## src/rtl/univ_shift_reg_194.sv

```systemverilog
// Universal 4-mode shift register (74HC194 style): hold, shift R/L, load.
// Optional clock enable port CE via `define UNIV_SHIFT_REG_194_CE_EN.
module univ_shift_reg_194 #(
    parameter int WIDTH = 4
) (
    input  logic             CLK,
`ifdef UNIV_SHIFT_REG_194_CE_EN
    input  logic             CE,
`endif
    input  logic             CLR,
    input  logic [1:0]       S,
    input  logic [WIDTH-1:0] D,
    input  logic             SER,
    output logic [WIDTH-1:0] Q
);

    localparam logic [1:0] MODE_HOLD = 2'b00;
    localparam logic [1:0] MODE_SHR  = 2'b01;
    localparam logic [1:0] MODE_SHL  = 2'b10;
    localparam logic [1:0] MODE_LOAD = 2'b11;

    logic [WIDTH-1:0] q_q;
    logic [WIDTH-1:0] q_d;
    logic             ce;

`ifdef UNIV_SHIFT_REG_194_CE_EN
    assign ce = CE;
`else
    assign ce = 1'b1;
`endif

    // Next-state selection; an unknown mode poisons Q in simulation.
    always_comb begin
        q_d = q_q;
        if (ce) begin
            case (S)
                MODE_HOLD: q_d = q_q;
                MODE_SHR:  q_d = {q_q[WIDTH-2:0], SER};
                MODE_SHL:  q_d = {SER, q_q[WIDTH-1:1]};
                MODE_LOAD: q_d = D;
                default:   q_d = 'x;
            endcase
        end
    end

    // State register; synchronous clear overrides mode and enable.
    always_ff @(posedge CLK) begin
        if (CLR) begin
            q_q <= '0;
        end else begin
            q_q <= q_d;
        end
    end

    assign Q = q_q;

endmodule

```

## config.mk

```make
export PLATFORM = sky130hd
export DESIGN_NAME = univ_shift_reg_194
export DESIGN_NICKNAME = d
export VERILOG_FILES = /design/src/rtl/univ_shift_reg_194.sv
export SDC_FILE = /design/constraint.sdc
export NUM_CORES = 1
export LEC_CHECK = 0
export CORE_AREA = 2 2 39 41
export CTS_BUF_LIST = sky130_fd_sc_hd__clkbuf_4 sky130_fd_sc_hd__clkbuf_8
export CTS_CLUSTER_DIAMETER = 120
export DETAILED_ROUTE_END_ITERATION = 10
export DIE_AREA = 0 0 41 43
export PLACE_DENSITY_LB_ADDON = 0.2
export SKIP_LAST_GASP = 1
export SLEW_MARGIN = 20
export SYNTH_ARGS = -nofsm -noshare
export SYNTH_HDL_FRONTEND = slang
export SYNTH_SLANG_ARGS = --single-unit
```

## constraint.sdc

```tcl
create_clock -name CLK -period 1.3 [get_ports CLK]
set_input_delay 0.13 -clock CLK [delete_from_list [all_inputs] [get_ports CLK]]
set_output_delay 0.13 -clock CLK [all_outputs]
set_load 0.01 [all_outputs]
```

## Word-level counts from Yosys, hierarchy flattened

Cells that the tools add are included.

| storage, ports and cells | value |
|---|---|
| word-level logic and storage cells | 6 |
| register bits after elaboration | 4 |
| output and inout bits | 4 |

| operators by class | value |
|---|---|
| multiplexer cells | 1 |
| equal/unequal tests | 3 |
| reductions and logical operators | 1 |

Operators by type and width:

| kind | count |
|---|---|
| $pmux 4 s3 | 1 |
| $eq 2x2->1 const B | 2 |
| $eq 2x1->1 const B | 1 |
| $logic_not 2->1 | 1 |

## Logic depth before layout (Yosys ltp)

| depth | value |
|---|---|
| depth after elaboration | 2 |
| gate-level depth with buffers | 2 |
| gate-level depth less buffers | 2 |

## Least setup slack after synthesis

No wires, ideal clock.

| path | value |
|---|---|
| kind | register -> register |
| start | reg q_q[1] (netlist: Q[1]) |
| end | reg q_q[0] (netlist: Q[0]) |
| cell stages (with the launch flop) | 3 |
| library setup time | 0.114 ns |
| buffers on the path | 0 |
| slack | 0.247 ns |
| arrival time | 0.940 ns |
| clock period less this slack | 1.053 ns |
| cell sequence | dfxtp_1 -> mux4_1 -> nor2b_1 |

| on the way | value |
|---|---|
| longest elaborated chain between the ends | 1 |

Ends and longest elaborated chain:

| what | line | source |
|---|---|---|
| from (decl) | 22 | `logic [WIDTH-1:0] q_q;` |
| from (signal assigned) | 51 | `q_q <= q_d;` |
| $pmux 4 s3 | 36 | `case (S)` |

Every way passes these cells.
A chain may end at the register's enable or synchronous reset.

## Worst setup path in the final report

| path | value |
|---|---|
| start | reg q_q[3] (netlist: Q[3]) |
| end | out Q[3] |

RTL lines:

| what | line | source |
|---|---|---|
| to (decl) | 14 | `output logic [WIDTH-1:0] Q` |

No word-level cell between the ends.

==> metrics.md <==
| Metric | Value |
|---|---|
| Antenna diode count | 0 |
| RSZ-0062 raised after global routing | no |
| Fin. Hold Viols | 0 |
| Top cells by count, synth | 4 x dfxtp_1, 4 x nor2b_1, 3 x mux4_2 |
| Synth unique cells | 4 |
| Vias | ~180 |
| Worst r2r src | Q[1] |
| P per Cell Area | 979 nW/um2 |
| Max_cap viols | 0 |
| Postcts setup bufs | 0 |
| Nets | 40 |
| Core Region | roughly 1400 um2 |
| Ys flop type | dfxtp_1 |
| Cells after Synth | 12 |
| Critical Path Slowest Stage Cell | clkdlybuf4s50_1 |
| Critical path type | flop to output pin |
| Cell leakage power | ~0.19 nW |
| First-pass GRT wire length | 800 um |
| Slew @ Worst Pin | 0.227 ns |
| Status | finished clean |
| Worst Setup SP | Q[3] |
| #FFs+latches synth | 4 |
| Full die area | approximately 1800 um2 |
| I/O Pins | 13 |
| CTS Buf Count | 3 |
| Largest register FFs | 4 |
| CP bufs+invs | 1 |
| Rel. slew slack | 84.8% |
| Vias in the first global route | 180 |
| Cell depth of the worst setup path | 1 |
| Post-CTS Hold Buffers | 0 |
| All-layer global routing usage | around 7.5% |
| Compound-Gate Fraction of Synth Area | 0% |
| Cell count of the worst reg-to-reg path | 2 |
| Multiplexer share of the synthesized area | between 40% and 50% |
| Pre-CTS setup slack | -0.247 ns |
| Post-synth EDFFs | 0 |
| Final estimated routing congestion in global placement | just under 0.7 |
| Filler Cells Inserted | about 150 |
| Main combinational cell family by area after synthesis | multiplexers |
| Antenna violations before repair | 0 |
| Last element of the critical path | Q[3] |
| Initial core utilization | roughly 14% |
| Sequential fraction of the synthesis area | approximately 40% |
| Multi-input logic area | 119 um2 |
| Top cells by area in the synthesized netlist | dfxtp_1 40%, mux4_2 34%, mux4_1 13%, nor2b_1 13% |
| Total chip power | around 370 uW |
| Post-synth top area share | 40.3% |
| Post-Synth Adder-Cell Area | 0% |
| Area leader, netlist | dfxtp_1 |
| CTS Buffer Depth | 2 |
| Cell Count, Final, Fillers Out | between 40 and 50 |
| GRT overflow | 0 |
| R2R setup slack | around 0.24 ns |
| # DRC | 0 |
| Peak Freq | 804 MHz |
| CP arrival | between 1 and 1.5 ns |
| Post-route ant nets | 0 |
| Std cell rows | 14 |
| Clk sinks | 4 |
| Fin crit share | 95.6% |
| Initial DRC count | 0 |
| Crit. End Element | output pin |
| Layout cells sized above 1 | 27.6% |
| Top delay family on crit path | buffers and inverters |
| Layout Area Growth over Synthesis | 92.5% |
| Storage cell area | around 80 um2 |
| Min cycle time layout | about 1.2 ns |
| Hold/Removal Path Class | primary input to flop |
| Setup violators final | 0 |
| Final Max Tran Viols | 0 |
| Syn Area/Cell | 16.6 um2 |
| Via density per instance | between 3 and 4 |
| Chip Height | 43 um |
| CTS root buf | clkbuf_4 |
| Crit path cell chain | clkdlybuf4s50_1 |
| Slowest stage delay, CP | between 0.5 and 0.6 ns |
| CTS clock-pin slew for the worst setup and hold paths | 0.04 ns |
| Largest net degree at the start of global routing | 5 |
| Depth of the CTS H-tree | 1 |
| Synth async-reset ratio | 0% |
| Synth warn | 0 |
| Final wirelength | 536 um |
| Worst Skew | roughly 0.00031 ns |
| Post-Syn Area | 199 um2 |
| Clk_lat worst skew | around 0.23 ns |
| Synth Area in Simple Gates | roughly an eighth |
| CP Launch Type | flop |
| Worst setup margin | between 0.05 and 0.06 ns |
| Hold WS | 0.490 ns |
| Inst Count DP | 42 |
| CP Data Required Time | 1.17 ns |
| Net Count, Synth | 21 |
| Worst-path fanout max | 3 |
| CTS tree | built |
| TritonRoute pass-1 iters | 1 |
| Critical R2R Capture | Q[0] |
| Die width | 41 um |
| Buffers on Ports | 12 |
| Routed wire per std cell | between 10 and 15 um |
| Synth Area in XOR/XNOR | 0% |
| Worst vdd ir | 358 uV |
-- timing repair --
| item | 4_1_cts | 5_1_grt |
|---|---|---|
| gates cloned | 0 | 0 |
| setup endpoints to repair | 1 | 3 |
| gates resized for setup | 1 | 3 |
-- worst reg2reg max path: cells and delay by family (launching register included) --
family | cells | cell delay (ns)
mux | 1 | 0.48
flops | 1 | 0.32
simple gates | 1 | 0.14
-- final cells by class --
cell class | count | area share [%]
timing repair buffer | 14 | 36.9
multi-input combinational | 8 | 31.0
sequential | 4 | 20.9
clock buffer | 3 | 5.88
tap | 16 | 5.23
-- metrics by stage --
| step | utilization [%] | area (um2) | setup TNS [ns] |
|---|---|---|---|
| 2_1_floorplan | - | 199 | 0 |
| 3_3_place_gp | 25.6 | 354 | -0.681 |
| 5_1_grt | 27.7 | 383 | 0 |
| 6_report | 27.7 | 383 | 0 |
| 4_1_cts | 27.1 | 375 | 0 |
| 3_5_place_dp | 25.6 | 354 | -0.704 |
-- layer usage --
layer  vias up  routed length, um  global-route usage [%]
met4         0                  5                    8.00
met1        78                254                    10.2
met5         -                  0                       0
met2        13                190                    7.19
met3         2                 86                    4.19
li1         83                  -                       -
-- where the power goes --
group	internal, mW	switching [mW]	total (mW)
registers	0.132	0.00658	0.138
clock network	0.104	0.0547	0.158
logic	0.0581	0.0203	0.0785
-- kinds of logic after synthesis --
| family | Yosys count |
|---|---|
| multiplexers | 4 |
| flip-flops | 4 |
| AND/OR/NAND/NOR | 4 |
-- how the worst min path moves through the flow --
stage | startpoint | end | slack (ns) | depth (start not counted)
floorplan | CLR | Q[0] | 0.20 | 1
global placement | Q[3] | Q[3] | 0.71 | 2
detailed placement | Q[0] | Q[0] | 0.71 | 2
CTS | CLR | Q[3] | 0.54 | 2
global route | S[1] | Q[2] | 0.54 | 3
finish | S[1] | Q[2] | 0.49 | 3
-- cells in the final DEF (no fill, tap or decap), drive strengths merged --
| cell | netlist | routed |
|---|---|---|
| clkbuf | 0 | 3 |
| mux4 | 4 | 4 |
| clkdlybuf4s50 | 0 | 8 |
| nor2b | 4 | 4 |
| buf | 0 | 2 |
| dlygate4sd2 | 0 | 1 |
| dfxtp | 4 | 4 |
| dlymetal6s2s | 0 | 3 |
Power figures use the tool's default switching activity.
